<file path="src/rtl/pipeline_pkg.sv">
// Shared types and constants for the IF/ID fetch buffer: state encoding,
// the ARMv8 NOP bubble, and the branch opcodes used by optional predecode.
package pipeline_pkg;

  typedef enum logic [1:0] {
    EMPTY = 2'd0,
    ONE   = 2'd1,
    FULL  = 2'd2
  } fbuf_state_t;

  localparam logic [31:0] NOP_ENC   = 32'hD503201F;
  localparam logic [5:0]  OPC_B     = 6'b000101;
  localparam logic [7:0]  OPC_CBZ   = 8'hB4;
  localparam logic [7:0]  OPC_BCOND = 8'h54;

  function automatic logic is_uncond_branch(input logic [31:0] instr);
    return instr[31:26] == OPC_B;
  endfunction

  function automatic logic is_cond_branch(input logic [31:0] instr);
    return (instr[31:24] == OPC_CBZ) || (instr[31:24] == OPC_BCOND);
  endfunction

endpackage

</file>
<file path="src/rtl/fetch_entry_reg.sv">
// One buffer slot: load-enable register for {instruction, PC} plus the
// predecode bits when FETCH_PREDECODE_EN is defined. Resets to NOP/0.
import pipeline_pkg::*;

module fetch_entry_reg #(
  parameter int                 PC_W      = 64,
  parameter int                 INSTR_W   = 32,
  parameter logic [INSTR_W-1:0] NOP_INSTR = NOP_ENC
) (
  input  logic               clk,
  input  logic               reset,
  input  logic               load,
  input  logic [INSTR_W-1:0] next_instruction,
  input  logic [PC_W-1:0]    next_pc,
`ifdef FETCH_PREDECODE_EN
  input  logic               next_is_branch,
  input  logic               next_is_uncond,
  output logic               is_branch,
  output logic               is_uncond,
`endif
  output logic [INSTR_W-1:0] instruction,
  output logic [PC_W-1:0]    pc
);

  always_ff @(posedge clk or posedge reset) begin
    if (reset) begin
      instruction <= NOP_INSTR;
      pc          <= '0;
    end else if (load) begin
      instruction <= next_instruction;
      pc          <= next_pc;
    end
  end

`ifdef FETCH_PREDECODE_EN
  always_ff @(posedge clk or posedge reset) begin
    if (reset) begin
      is_branch <= 1'b0;
      is_uncond <= 1'b0;
    end else if (load) begin
      is_branch <= next_is_branch;
      is_uncond <= next_is_uncond;
    end
  end
`endif

endmodule

</file>
<file path="src/rtl/pipeline_fetch_buffer.sv">
// IF/ID 2-entry elastic buffer (head + skid) with valid/ready on both sides.
// Optional branch predecode outputs are enabled by defining FETCH_PREDECODE_EN.
import pipeline_pkg::*;

module pipeline_fetch_buffer #(
  parameter int                 PC_W      = 64,
  parameter int                 INSTR_W   = 32,
  parameter logic [INSTR_W-1:0] NOP_INSTR = NOP_ENC
) (
  input  logic               clk,
  input  logic               reset,
  input  logic               flush,
  input  logic               if_valid,
  output logic               if_ready,
  input  logic [INSTR_W-1:0] if_instruction,
  input  logic [PC_W-1:0]    if_PC,
  output logic               id_valid,
  input  logic               id_ready,
  output logic [INSTR_W-1:0] id_instruction,
  output logic [PC_W-1:0]    id_PC,
`ifdef FETCH_PREDECODE_EN
  output logic               id_is_branch,
  output logic               id_is_uncond,
`endif
  output logic [1:0]         occupancy
);

  fbuf_state_t state, state_next;

  logic               push, pop;
  logic               head_load, skid_load;
  logic [INSTR_W-1:0] head_instruction, skid_instruction, head_src_instruction;
  logic [PC_W-1:0]    head_pc, skid_pc, head_src_pc;

  assign if_ready  = (state != FULL);
  assign id_valid  = (state != EMPTY);
  assign push      = if_valid & if_ready;
  assign pop       = id_valid & id_ready;

  // Head refills from skid only when draining FULL; otherwise straight from fetch.
  assign head_load = !flush && (((state == EMPTY) && push) ||
                                ((state == ONE) && push && pop) ||
                                ((state == FULL) && pop));
  assign skid_load = !flush && (state == ONE) && push && !pop;

  assign head_src_instruction = (state == FULL) ? skid_instruction : if_instruction;
  assign head_src_pc          = (state == FULL) ? skid_pc          : if_PC;

  always_comb begin
    state_next = state;
    if (flush) begin
      state_next = EMPTY;
    end else begin
      unique case (state)
        EMPTY:   if (push) state_next = ONE;
        ONE:     if (push && !pop) state_next = FULL;
                 else if (pop && !push) state_next = EMPTY;
        FULL:    if (pop) state_next = ONE;
        default: state_next = EMPTY;
      endcase
    end
  end

  always_ff @(posedge clk or posedge reset) begin
    if (reset) state <= EMPTY;
    else       state <= state_next;
  end

  always_comb begin
    occupancy = 2'd0;
    unique case (state)
      EMPTY:   occupancy = 2'd0;
      ONE:     occupancy = 2'd1;
      FULL:    occupancy = 2'd2;
      default: occupancy = 2'd0;
    endcase
  end

`ifdef FETCH_PREDECODE_EN
  logic if_is_uncond, if_is_branch;
  logic head_is_branch, head_is_uncond, skid_is_branch, skid_is_uncond;
  logic head_src_is_branch, head_src_is_uncond;

  assign if_is_uncond       = is_uncond_branch(if_instruction[31:0]);
  assign if_is_branch       = if_is_uncond | is_cond_branch(if_instruction[31:0]);
  assign head_src_is_branch = (state == FULL) ? skid_is_branch : if_is_branch;
  assign head_src_is_uncond = (state == FULL) ? skid_is_uncond : if_is_uncond;
  assign id_is_branch       = (state != EMPTY) & head_is_branch;
  assign id_is_uncond       = (state != EMPTY) & head_is_uncond;
`endif

  // Stale register contents are masked while empty so decode always sees a bubble.
  assign id_instruction = (state == EMPTY) ? NOP_INSTR : head_instruction;
  assign id_PC          = (state == EMPTY) ? '0 : head_pc;

  fetch_entry_reg #(.PC_W(PC_W), .INSTR_W(INSTR_W), .NOP_INSTR(NOP_INSTR)) head_entry (
    .clk              (clk),
    .reset            (reset),
    .load             (head_load),
    .next_instruction (head_src_instruction),
    .next_pc          (head_src_pc),
`ifdef FETCH_PREDECODE_EN
    .next_is_branch   (head_src_is_branch),
    .next_is_uncond   (head_src_is_uncond),
    .is_branch        (head_is_branch),
    .is_uncond        (head_is_uncond),
`endif
    .instruction      (head_instruction),
    .pc               (head_pc)
  );

  fetch_entry_reg #(.PC_W(PC_W), .INSTR_W(INSTR_W), .NOP_INSTR(NOP_INSTR)) skid_entry (
    .clk              (clk),
    .reset            (reset),
    .load             (skid_load),
    .next_instruction (if_instruction),
    .next_pc          (if_PC),
`ifdef FETCH_PREDECODE_EN
    .next_is_branch   (if_is_branch),
    .next_is_uncond   (if_is_uncond),
    .is_branch        (skid_is_branch),
    .is_uncond        (skid_is_uncond),
`endif
    .instruction      (skid_instruction),
    .pc               (skid_pc)
  );

endmodule
</file>
<file path="config.mk">
export PLATFORM = sky130hd
export DESIGN_NAME = pipeline_fetch_buffer
export DESIGN_NICKNAME = d
export VERILOG_FILES = /design/src/rtl/pipeline_pkg.sv /design/src/rtl/fetch_entry_reg.sv /design/src/rtl/pipeline_fetch_buffer.sv
export SDC_FILE = /design/constraint.sdc
export NUM_CORES = 1
export LEC_CHECK = 0
export ABC_AREA = 1
export CORE_ASPECT_RATIO = 1.2
export CORE_MARGIN = 2
export CORE_UTILIZATION = 50
export CTS_BUF_LIST = sky130_fd_sc_hd__clkbuf_8
export CTS_CLUSTER_DIAMETER = 100
export CTS_CLUSTER_SIZE = 8
export DETAILED_ROUTE_END_ITERATION = 16
export PLACE_DENSITY = 0.79
export SYNTH_ARGS = -nofsm -noshare
export SYNTH_HDL_FRONTEND = slang
export SYNTH_SLANG_ARGS = --single-unit
</file>
<file path="constraint.sdc">
create_clock -name clk -period 8.9 [get_ports clk]
set_clock_uncertainty 0.2 [all_clocks]
set_input_delay 2.67 -clock clk [delete_from_list [all_inputs] [get_ports clk]]
set_output_delay 2.67 -clock clk [all_outputs]
set_load 0.02 [all_outputs]
</file>
After elaboration in Yosys (flattened, before gate mapping)
Cells that the tools add are included.
{ "totals": {"ff_bits": 194, "latchBits": 0, "mem_bits_rw": 0, "rom_bits": 0, "input_bits": 101, "out_inout_bits": 100, "elab_cells": 42, "memories": 0} }
{ "classes": {"add_sub_neg": 0, "multipliers": 0, "n_div": 0, "n_lt_le_gt_ge": 0, "n_eq_ne": 6, "shifts": 0, "muxes": 11, "bitwise_logic": 2, "n_reduce_logical": 18} }
{ "ops": {"columns": ["operator", "n"], "rows": [
  ["$mux W64", 2],
  ["$mux W32", 2],
  ["$logic_and A1 B1 Y1", 10],
  ["$mux W2", 5],
  ["$ne A3 B3 Y1 const B", 2],
  ["$pmux W2 S3", 1],
  ["$ne A4 B2 Y1 const B", 1],
  ["$pmux W2 S2", 1],
  ["$logic_not A1 Y1", 3],
  ["$reduce_and A3 Y1", 1],
  ["$and A1 B1 Y1", 2],
  ["$eq A2 B1 Y1 const B", 1],
  ["$eq A2 B2 Y1 const B", 1],
  ["$logic_not A2 Y1", 1],
  ["$logic_or A1 B1 Y1", 2],
  ["$ne A2 B2 Y1 const B", 1],
  ["$reduce_bool A2 Y1", 1]
]} }

Longest topological paths before layout
{ "depth": {"ltp_word": 8, "mapped_depth": 9, "mapped_depth_nobuf": 8} }

Cells and area by module
Synthesis repeated with hierarchy kept, for this count alone.
{ "unflattened": {"hier_cells": 1343, "area_unflattened_um2": 9421.5} }
{ "by_module_without_submodules": {"columns": ["mod", "instances", "cells_each", "area_per_inst_um2", "seq_area_each_um2"], "rows": [
  ["fetch_entry_reg", 2, 407, 3649.8, 2418.6],
  ["pipeline_fetch_buffer", 1, 529, 2122.0, 50.0]
]} }

Worst setup path after synthesis
OpenSTA, ideal clock, no wires.
{ "synth_path": {"kind": "reg2out", "from": "reg state[1]", "to": "out id_PC[16]", "t_arrival_ns": 1.331, "required_time_ns": 6.030, "path_slack_ns": 4.699, "stages_incl_launch_ff": 6, "path_buffers": 3, "path_cell_list": "dfrtp_1 > buf_4 > nor2_4 > clkbuf_1 > clkbuf_1 > nor2_1"} }
{ "synth_between": {"elab_chain_len": 2} }
{ "synth_lines": {"columns": ["item", "line_no", "rtl"], "rows": [
  ["start: declaration", "pipeline_fetch_buffer.sv:28", "fbuf_state_t state, state_next;"],
  ["start signal: assignment", "pipeline_fetch_buffer.sv:66", "else state <= state_next;"],
  ["$logic_not A2 Y1", "pipeline_fetch_buffer.sv:94", "assign id_PC = (state == EMPTY) ? '0 : head_pc;"],
  ["$mux W64", "pipeline_fetch_buffer.sv:94", null],
  ["end: declaration", "pipeline_fetch_buffer.sv:20", "output logic [PC_W-1:0] id_PC,"]
]} }
No other way between the ends.

Worst setup path after layout
{ "layout_path": {"from": "reg state[1]", "to": "out id_instruction[26]"} }
{ "layout_between": {"elab_chain_len": 2} }
{ "layout_lines": {"columns": ["item", "line_no", "rtl"], "rows": [
  ["$logic_not A2 Y1", "pipeline_fetch_buffer.sv:93", "assign id_instruction = (state == EMPTY) ? NOP_INSTR : head_instruction;"],
  ["$mux W32", "pipeline_fetch_buffer.sv:93", null],
  ["end: declaration", "pipeline_fetch_buffer.sv:19", "output logic [INSTR_W-1:0] id_instruction,"]
]} }
No other way between the ends.

==> reports/results.ini <==
[status]
outcome = finished clean

[timing]
min_period_ps = 6450
tightest_slew_ps = 1260
finalCritPeriodShare = 0.725
rsz0062_at_grt = false
hold_viol = 0
fmaxAchievable_mhz = 155
setup-violations-final = 0
finalSetupTns_ps = 0
slew_violations = 0
slew-limit-headroom = 0.162

[power_and_ir_drop]
seqPwrFrac = 0.443
netSwitchingFraction = 0.402
vdd_drop_max_uv = 168
p_comb_frac = 0.400
p_leak_nw = 6.38
p_per_area_nw_per_um2 = 284
p_clk_frac = 0.157
switching_power_w = 0.00139
intPower_w = 0.00207
power.total_w = 0.00346

[finish]
drive_gt1_frac = 0.0582
fin_cells = 1774
fin_util = 0.628
nNetsFinal = 1602
areaGrowthSynthToFinish_pct = 23.7
fillCellCount = 1788
antenna_cells = 0

[clock_tree]
cts_tree = yes
hold_buffers = 0
cts_buffers = 17
path_clk_slew_ps = 90
postCtsSetupRepairBufs = 0
cts_sinks = 194
h-tree-depth = 4
clock_latency_ps = 450
ctsResizeCount = 0
root_buffer = clkbuf_8
clockBufferDepth = 2

[grt]
grt_pass1_vias = 8786
antenna_found_initial = 0
grt_util_all_layers = 0.259
grt_max_degree = 127
grt-ovfl-total = 0
grt_pass1_wl_mm = 44.1

[route]
highest_layer = met4
drt_iter0_markers = 916
met1_length_mm = 11.6
ant_nets = 0
dr_wl_met2_mm = 12.5
wl_per_cell_um = 14.8
vias = 9248
drt-total-wl_mm = 26.3
firstDrtPassIters = 7
viasPerCell = 5.21
drc = 0
met3WireLength_mm = 1.53

[yosys]
synth_area_leaders = dfrtp_1 43%, nand2_1 22%, nand3_1 15%, dfstp_2 6.9%, inv_1 3.4%
synthMostInstantiatedCell = nand2_1
ys_ff_latch = 194
synth.distinct_cells = 20
syn_nets = 1476
syn_area_um2 = 9860
async_flop_share = 1.00
synth_flop_cell = dfrtp_1
synth_edf_count = 0
avgSynthCellArea_um2 = 7.17
synth_cells = 1374
synth_top_cell_by_area = dfrtp_1
yosysWarnings = 0
synth_seq_area_share = 0.496
post-synth-top-area-fraction = 0.427
ys_top_cells_by_count = 585 x nand2_1, 293 x nand3_1, 168 x dfrtp_1, 90 x inv_1, 87 x nor2_1

[place]
hpwl_mm = 15.3
dpl.cell_count = 1742
port_buffers = 200
gp_congestion = 0.788

[floorplan]
ioPinCount = 201
fp-row-count = 56
coreArea_um2 = 19400
initial_core_util = 0.508
die-area_um2 = 20900
dieWidth_um = 132
dieHeight_um = 158

[critical_path]
arrival_ps = 3580
start_kind = flip-flop
required_ps = 6030
worst-setup-path-type = flip-flop to output pin
end_kind = output pin
worstPathMaxFanout = 101

[run]
cap_violations = 0

[min_path]
hold_class = flip-flop to flip-flop

[power by group through the flow]
| stage | registers (W) | logic [W] | clock network (W) |
|---|---|---|---|
| 2_1_floorplan | 0.00146 | 0.000936 | 0 |
| 3_3_place_gp | 0.00153 | 0.00136 | 0 |
| 3_5_place_dp | 0.00154 | 0.00140 | 0 |
| 4_1_cts | 0.00153 | 0.00140 | 0.000552 |
| 5_1_grt | 0.00158 | 0.00156 | 0.000593 |
| 6_report | 0.00153 | 0.00139 | 0.000544 |
[sequential cells by signal (all words and copies together) (netlist names)]
signal / count
skid_entry.instruction: 32
state: 2
head_entry.pc: 64
skid_entry.pc: 64
head_entry.instruction: 32
[stage by stage]
step / worst slack [ps] / instance area [um2] / hold WS, ps
floorplan: 789 / 9860 / 242
global placement: 3000 / 11800 / 250
detailed placement: 2910 / 11800 / 253
CTS: 2400 / 12200 / 268
global route: 2250 / 12200 / 280
finish: 2450 / 12200 / 267
[per-layer routing]
layer | up-vias | GRT usage
li1 | 4519 | -
met1 | 4326 | 0.354
met2 | 357 | 0.419
met3 | 46 | 0.0362
met4 | 0 | 0.101
met5 | - | 0
[cell usage in the layout, fill, tap and decap left out, drive strengths merged]
| master | count |
|---|---|
| clkinvlp | 3 |
| dfrtp | 168 |
| nand3 | 295 |
| bufinv | 1 |
| buf | 8 |
| inv | 97 |
| dfstp | 26 |
| clkdlybuf4s50 | 200 |
| or2 | 13 |
| ha | 1 |
| a21boi | 1 |
| clkbuf | 18 |
| nor2 | 90 |
| clkinv | 4 |
| nand2 | 588 |
[worst max-delay path, stage by stage, from the launching register on]
cell,delay [ps]
dfrtp_4,890
nor2_4,680
buf_4,680
or2_2,230
clkdlybuf4s50_1,590
[logic make-up (layout without fill, tap and decap cells)]
family	after synthesis	count (layout)	share of synthesized area
buf+inv	192	331	0.0814
simple gates	986	986	0.420
fa+ha+maj	1	1	0.00127
flops	194	194	0.496
compound gates	1	1	0.00114
[path summary, 6_finish.rpt]
| kind | start | to | slack [ps] | cells past startpoint |
|---|---|---|---|---|
| max | state[1]$_DFFE_PP0P_ | id_instruction[26] | 2450 | 4 |
| min | skid_entry.instruction[3]$_DFFE_PP1P_ | skid_entry.instruction[3]$_DFFE_PP1P_ | 270 | 2 |
| max reg2reg | state[0]$_DFFE_PP0P_ | head_entry.pc[17]$_DFFE_PP0P_ | 3860 | 9 |
| min reg2reg | skid_entry.instruction[3]$_DFFE_PP1P_ | skid_entry.instruction[3]$_DFFE_PP1P_ | 270 | 2 |
| max in group asynchronous | reset | skid_entry.pc[40]$_DFFE_PP0P_ | 4500 | 3 |
| min in group asynchronous | reset | head_entry.instruction[23]$_DFFE_PP0P_ | 2580 | 2 |
[final cells by class]
| cell class | count | area [um2] | share of cell area |
|---|---|---|---|
| Sequential cell | 194 | 4890 | 0.401 |
| Multi-Input combinational cell | 988 | 4200 | 0.344 |
| Timing Repair Buffer | 208 | 2060 | 0.169 |
| Inverter | 91 | 350 | 0.0287 |
| Tap cell | 261 | 327 | 0.0268 |
| Clock buffer | 18 | 248 | 0.0203 |
| Clock inverter | 14 | 114 | 0.00934 |
(Power assumes the default switching activity.)
